## config.mk

```make
export PLATFORM = sky130hd
export DESIGN_NAME = prog_clock_divider
export DESIGN_NICKNAME = d
export VERILOG_FILES = /design/src/rtl/clkdiv_pkg.sv /design/src/rtl/clock_divider_ch.sv /design/src/rtl/prog_clock_divider.sv
export SDC_FILE = /design/constraint.sdc
export NUM_CORES = 1
export LEC_CHECK = 0
export CELL_PAD_IN_SITES_DETAIL_PLACEMENT = 0
export CELL_PAD_IN_SITES_GLOBAL_PLACEMENT = 2
export CORE_UTILIZATION = 42
export DETAILED_ROUTE_END_ITERATION = 6
export PLACE_DENSITY_LB_ADDON = 0.05
export SYNTH_ARGS = -nofsm -noshare
export SYNTH_HDL_FRONTEND = slang
export SYNTH_SLANG_ARGS = --single-unit
```

## constraint.sdc

```tcl
create_clock -name clk -period 12.8 [get_ports clk]
set_clock_uncertainty 0.1 [all_clocks]
set_input_delay 1.92 -clock clk [delete_from_list [all_inputs] [get_ports clk]]
set_output_delay 1.92 -clock clk [all_outputs]
set_load 0.1 [all_outputs]
```

## src/rtl/clkdiv_pkg.sv

```systemverilog
// Shared constants and helpers for the programmable clock divider.
// Board divisors assume a 100 MHz reference clock.
package clkdiv_pkg;
  localparam int DIV_1HZ       = 50_000_000;
  localparam int DIV_MUX_1KHZ  = 50_000;
  localparam int DIV_BLINK_2HZ = 25_000_000;

  // Channel-select width; a single channel still needs a 1-bit select.
  function automatic int ch_w(input int n);
    return (n <= 2) ? 1 : $clog2(n);
  endfunction
endpackage

```

## src/rtl/clock_divider_ch.sv

```systemverilog
// One divider channel: counter, shadow divisor with pending flag, tick and square wave.
// Optional macro CLKDIV_STATUS_EN exposes the pending flag as an output.
module clock_divider_ch #(
  parameter int CNT_W   = 27,
  parameter int DEF_DIV = 50_000_000
) (
  input  logic             clk,
  input  logic             reset,
  input  logic             en,
  input  logic             sync_clr,
  input  logic             wr,
  input  logic [CNT_W-1:0] wr_div,
`ifdef CLKDIV_STATUS_EN
  output logic             pend,
`endif
  output logic             tick,
  output logic             clk_out
);
  localparam logic [CNT_W-1:0] DEF = CNT_W'(DEF_DIV);
  localparam logic [CNT_W-1:0] ONE = CNT_W'(1);

  logic [CNT_W-1:0] cnt_q, cnt_d, act_q, act_d, shd_q, shd_d;
  logic             pend_q, pend_d, tick_q, tick_d, clk_q, clk_d;
  logic             terminal;

  assign terminal = (cnt_q == act_q - ONE);

  always_comb begin
    cnt_d  = cnt_q;
    act_d  = act_q;
    shd_d  = shd_q;
    pend_d = pend_q;
    tick_d = 1'b0;
    clk_d  = clk_q;
    if (sync_clr) begin
      cnt_d  = '0;
      clk_d  = 1'b0;
      pend_d = 1'b0;
      if (wr) begin
        act_d = wr_div;
        shd_d = wr_div;
      end else if (pend_q) begin
        act_d = shd_q;
      end
    end else if (act_q == '0) begin
      cnt_d = '0;
      clk_d = 1'b0;
      if (wr) begin
        act_d = wr_div;
        shd_d = wr_div;
      end
    end else if (en && terminal) begin
      cnt_d  = '0;
      tick_d = 1'b1;
      clk_d  = ~clk_q;
      pend_d = 1'b0;
      // A write landing on the terminal edge beats whatever is in the shadow.
      if (wr) begin
        act_d = wr_div;
        shd_d = wr_div;
      end else if (pend_q) begin
        act_d = shd_q;
      end
    end else begin
      if (en) cnt_d = cnt_q + ONE;
      if (wr) begin
        shd_d  = wr_div;
        pend_d = 1'b1;
      end
    end
  end

  always_ff @(posedge clk or posedge reset) begin
    if (reset) begin
      cnt_q  <= '0;
      act_q  <= DEF;
      shd_q  <= DEF;
      pend_q <= 1'b0;
      tick_q <= 1'b0;
      clk_q  <= 1'b0;
    end else begin
      cnt_q  <= cnt_d;
      act_q  <= act_d;
      shd_q  <= shd_d;
      pend_q <= pend_d;
      tick_q <= tick_d;
      clk_q  <= clk_d;
    end
  end

  assign tick    = tick_q;
  assign clk_out = clk_q;
`ifdef CLKDIV_STATUS_EN
  assign pend    = pend_q;
`endif
endmodule

```

## src/rtl/prog_clock_divider.sv

```systemverilog
// Multi-channel runtime-programmable divider / tick generator.
// Optional macro CLKDIV_STATUS_EN adds the per-channel pending output.
module prog_clock_divider
  import clkdiv_pkg::*;
#(
  parameter int NUM_CH  = 4,
  parameter int CNT_W   = 27,
  parameter int DEF_DIV = DIV_1HZ,
  parameter int CH_W    = ch_w(NUM_CH)
) (
  input  logic              clk,
  input  logic              reset,
  input  logic              en,
  input  logic              sync_clr,
  input  logic              wr_en,
  input  logic [CH_W-1:0]   wr_ch,
  input  logic [CNT_W-1:0]  wr_div,
`ifdef CLKDIV_STATUS_EN
  output logic [NUM_CH-1:0] pending,
`endif
  output logic [NUM_CH-1:0] tick,
  output logic [NUM_CH-1:0] clk_out
);
  logic [NUM_CH-1:0] wr_sel;

  // Out-of-range channel numbers match no channel and are dropped.
  always_comb begin
    wr_sel = '0;
    for (int i = 0; i < NUM_CH; i++)
      wr_sel[i] = wr_en && (wr_ch == CH_W'(i));
  end

  for (genvar g = 0; g < NUM_CH; g++) begin : g_ch
    clock_divider_ch #(.CNT_W(CNT_W), .DEF_DIV(DEF_DIV)) u_ch (
      .clk      (clk),
      .reset    (reset),
      .en       (en),
      .sync_clr (sync_clr),
      .wr       (wr_sel[g]),
      .wr_div   (wr_div),
`ifdef CLKDIV_STATUS_EN
      .pend     (pending[g]),
`endif
      .tick     (tick[g]),
      .clk_out  (clk_out[g])
    );
  end
endmodule

```

==> impl_results.md <==
- Final instance area: 21500 µm²
- Clock latency on the worst-skew pair: 0.55 ns
- Final ANT Viol Nets: 0
- Net Count, Synth: 2002
- EDFF count, synth: 0
- Core Rows: 78
- Global-route usage over all layers: 22.2%
- Pin count of the biggest net entering global routing: 124
- Initial DRC Count: 959
- HP Class: flop to flop
- Setup TNS: 0 ns
- Drt drc: 0
- Worst Setup Path Type: primary input to flop
- Die area: 47000 µm²
- FFs w/ async S/R, synth: 100%
- TritonCTS Buffers: 39
- N_diodes: 0
- Global-route wire length before repair: 82.6 mm
- Clk buf depth: 3
- Vias per Instance: 5.66
- XOR/XNOR Fraction of Synth Area: 11.1%
- CP Launch Type: primary input
- Syn Inst Count: 1956
- DR vias: 14500
- Area growth from synthesis to layout: 10.8%
- Grt total ovfl: 0
- Syn. warnings: 0
- Power per Cell Area: 147 nW/µm²
- Share of layout cells above drive strength 1: 16.0%
- # port buffers: 41
- IO Count: 42
- Total clock sinks: 336
- GPL Wtd Cong: 0.840
- Worst IR Drop VDD: 0.105 mV
- WP data arrival: 5.72 ns
- Multi-input logic area: 10200 µm²
- Post-Synth Adder-Cell Area: 0.774%
- R2R depth: 9
- Final #Nets: 1981
- Post-CTS Hold Buffers: 0
- Starting Density: 42.6%
- Flops & latches, synth: 336
- Status: complete, no violations
- Worst hold stages: 1
- Largest family of logic cells by synthesized area: simple AND/OR/NAND/NOR gates
- Max-Cap Viols: 0
- Tightest Pin Transition: 1.17 ns
- Worst-path clk slew: 0.06 ns
- Fin crit share: 41.6%
- Final worst path period need: 5.33 ns
- Post-synth top flop: dfrtp_1
- Area fraction in compound gates after synthesis: 12.7%
- Placed cell area: 20200 µm²
- Die Span X: 217 µm
- Synth unique cells: 79
- Normalized max-slew margin: 21.6%
- Sequential fraction of the synthesis area: 44.0%
- Simple-gate area share of the yosys netlist: 20.8%
- Leak: 0.00832 µW
- Initial antenna violation count: 0
- Vias in the first global route: 14200
- Root Driver: clkbuf_16
- Total area of sequential cells: 8530 µm²
- # fillers: 4301
- Post-synthesis mux area share: 6.81%
- Die Y: 217 µm
- Placed wire-length estimate: 35.0 mm
- Mean Syn Cell Area: 9.91 µm²
- Slew Viols, Final: 0
- Drt pass-1 iters: 5
- H-tree levels: 2
- TritonCTS clock tree: built
- # setup viols final: 0
- CP Max Fanout: 28
- Core ar.: 45500 µm²
- Wire per inst: 20.0 µm
- Post-CTS Setup Repair Bufs: 0
- PostCTS Resize Cnt: 0
- RSZ-0062 raised after global routing: false
- CP Capture Type: flop
- Hold Slack: 0.393 ns
- Cell Area, Synth: 19400 µm²
- Total Routed Length: 51.4 mm
- Final hold violation count: 0
- Worst Path Required: 13.19 ns
- Max Freq: 188 MHz
routing by layer:
metal,vias up,wire [µm],track usage [%]
met1,7194,25700,32.5
li1,7066,-,-
met2,195,23000,34.2
met3,74,1240,2.32
met4,0,1470,7.42
met5,-,0,0
sequential cells by signal, summed over array words and instances (netlist names):
name	flops
g_ch.u_ch.act_q	108
g_ch.u_ch.cnt_q	108
g_ch.u_ch.shd_q	108
g_ch.u_ch.clk_out	4
g_ch.u_ch.pend_q	4
g_ch.u_ch.tick	4
final timing paths:
kind,start,end,slack (ns)
worst max-delay path,en,g_ch[3].u_ch.act_q[26],7.47
worst max register to register,g_ch[3].u_ch.act_q[8],g_ch[3].u_ch.act_q[26],7.70
worst min-delay path,g_ch[3].u_ch.shd_q[5],g_ch[3].u_ch.shd_q[5],0.39
min in group asynchronous,reset,g_ch[3].u_ch.cnt_q[6],1.83
worst min register to register,g_ch[3].u_ch.shd_q[5],g_ch[3].u_ch.shd_q[5],0.39
max in group asynchronous,reset,g_ch[1].u_ch.cnt_q[11],9.14
through the flow:
step	cells	power [µW]	utilization, %	setup slack (ns)
2_1_floorplan	1956	1880	-	1.63
3_3_place_gp	2494	2040	44.4	7.06
3_5_place_dp	2494	2060	44.4	6.92
4_1_cts	2565	3200	47.2	7.50
5_1_grt	2565	3330	47.2	7.22
6_report	2565	3160	47.2	7.47
Yosys cell counts (8+ instances only):
| master | count | area (µm²) |
|---|---|---|
| dfrtp_1 | 240 | 6010 |
| nor2_1 | 210 | 788 |
| xor2_1 | 132 | 1160 |
| xnor2_1 | 114 | 998 |
| mux2_2 | 112 | 1260 |
| dfstp_2 | 96 | 2520 |
| o21ai_0 | 92 | 460 |
| clkbuf_1 | 90 | 338 |
| nand3b_1 | 88 | 661 |
| a2bb2oi_1 | 78 | 683 |
| nand2_1 | 67 | 251 |
| nand3_1 | 67 | 335 |
| inv_1 | 58 | 218 |
| nand4_1 | 46 | 288 |
| nor3_1 | 44 | 220 |
| a31oi_1 | 38 | 238 |
| nor4_1 | 35 | 219 |
| o32a_1 | 29 | 290 |
| and3_1 | 28 | 175 |
| a21oi_1 | 21 | 105 |
| or4_1 | 18 | 135 |
| nor2b_1 | 16 | 100 |
| or3_1 | 16 | 100 |
| nand2b_1 | 13 | 81.3 |
| and4_1 | 12 | 105 |
| ha_1 | 12 | 150 |
| nor3b_1 | 11 | 82.6 |
| and2_1 | 10 | 62.6 |
| buf_2 | 10 | 50.1 |
| o211ai_1 | 10 | 75.1 |
| nand4b_1 | 9 | 78.8 |
| buf_4 | 8 | 60.1 |
| or2_2 | 8 | 50.1 |
power by group:
part           leakage, µW  total [µW]  switching [µW]  internal [µW]
registers          0.00406        1480             208           1270
clock network     0.000632        1120             460            658
logic              0.00362         567             272            296
layout by cell type, fill, tap and decap left out, types with 17 or more instances in the layout:
cell type        netlist  final
nor3_1                44     44
or4_1                 18     18
mux2_2               112    112
nor4_1                35     35
xor2_1               132    132
dfstp_2               96     96
inv_1                 58     57
clkbuf_16              0     41
clkdlybuf4s50_1        0     41
nand2_1               67     67
o21ai_0               92     92
nand4_1               46     46
a21oi_1               21     19
nand3b_1              88     88
xnor2_1              114    114
o32a_1                29     29
dfrtp_1              240    240
buf_4                  8     17
and3_1                28     28
nor2_1               210    210
a2bb2oi_1             78     78
a31oi_1               38     38
nand3_1               67     67
critical path, cell delays in order:
cell	delay [ns]
clkdlybuf4s50_1	0.46
buf_4	0.32
nand4b_1	0.15
nor4_1	0.27
and4b_1	0.22
o2111ai_1	0.23
o211ai_2	0.98
o21a_1	0.87
o2bb2a_1	0.28
kinds of logic (layout without fill, tap and decap cells):
kind of cell | Yosys count | after routing
AND/OR/NAND/NOR | 728 | 728
AO/OA/AOI/OAI | 338 | 338
adder cells (fa/ha/maj) | 12 | 12
XOR/XNOR | 246 | 246
buffers and inverters | 178 | 187
flip-flops | 336 | 336
multiplexers | 118 | 118
final cells by class:
cell class | instances | share of cell area (%)
clock buffers | 57 | 5.48
clock inverters | 14 | 0.478
inverters | 58 | 1.05
multi-input cells | 1442 | 47.3
flip-flops and latches | 336 | 39.7
well taps | 600 | 3.50
repair buffers | 58 | 2.50
Note: power is estimated with default switching activity, not from simulation.
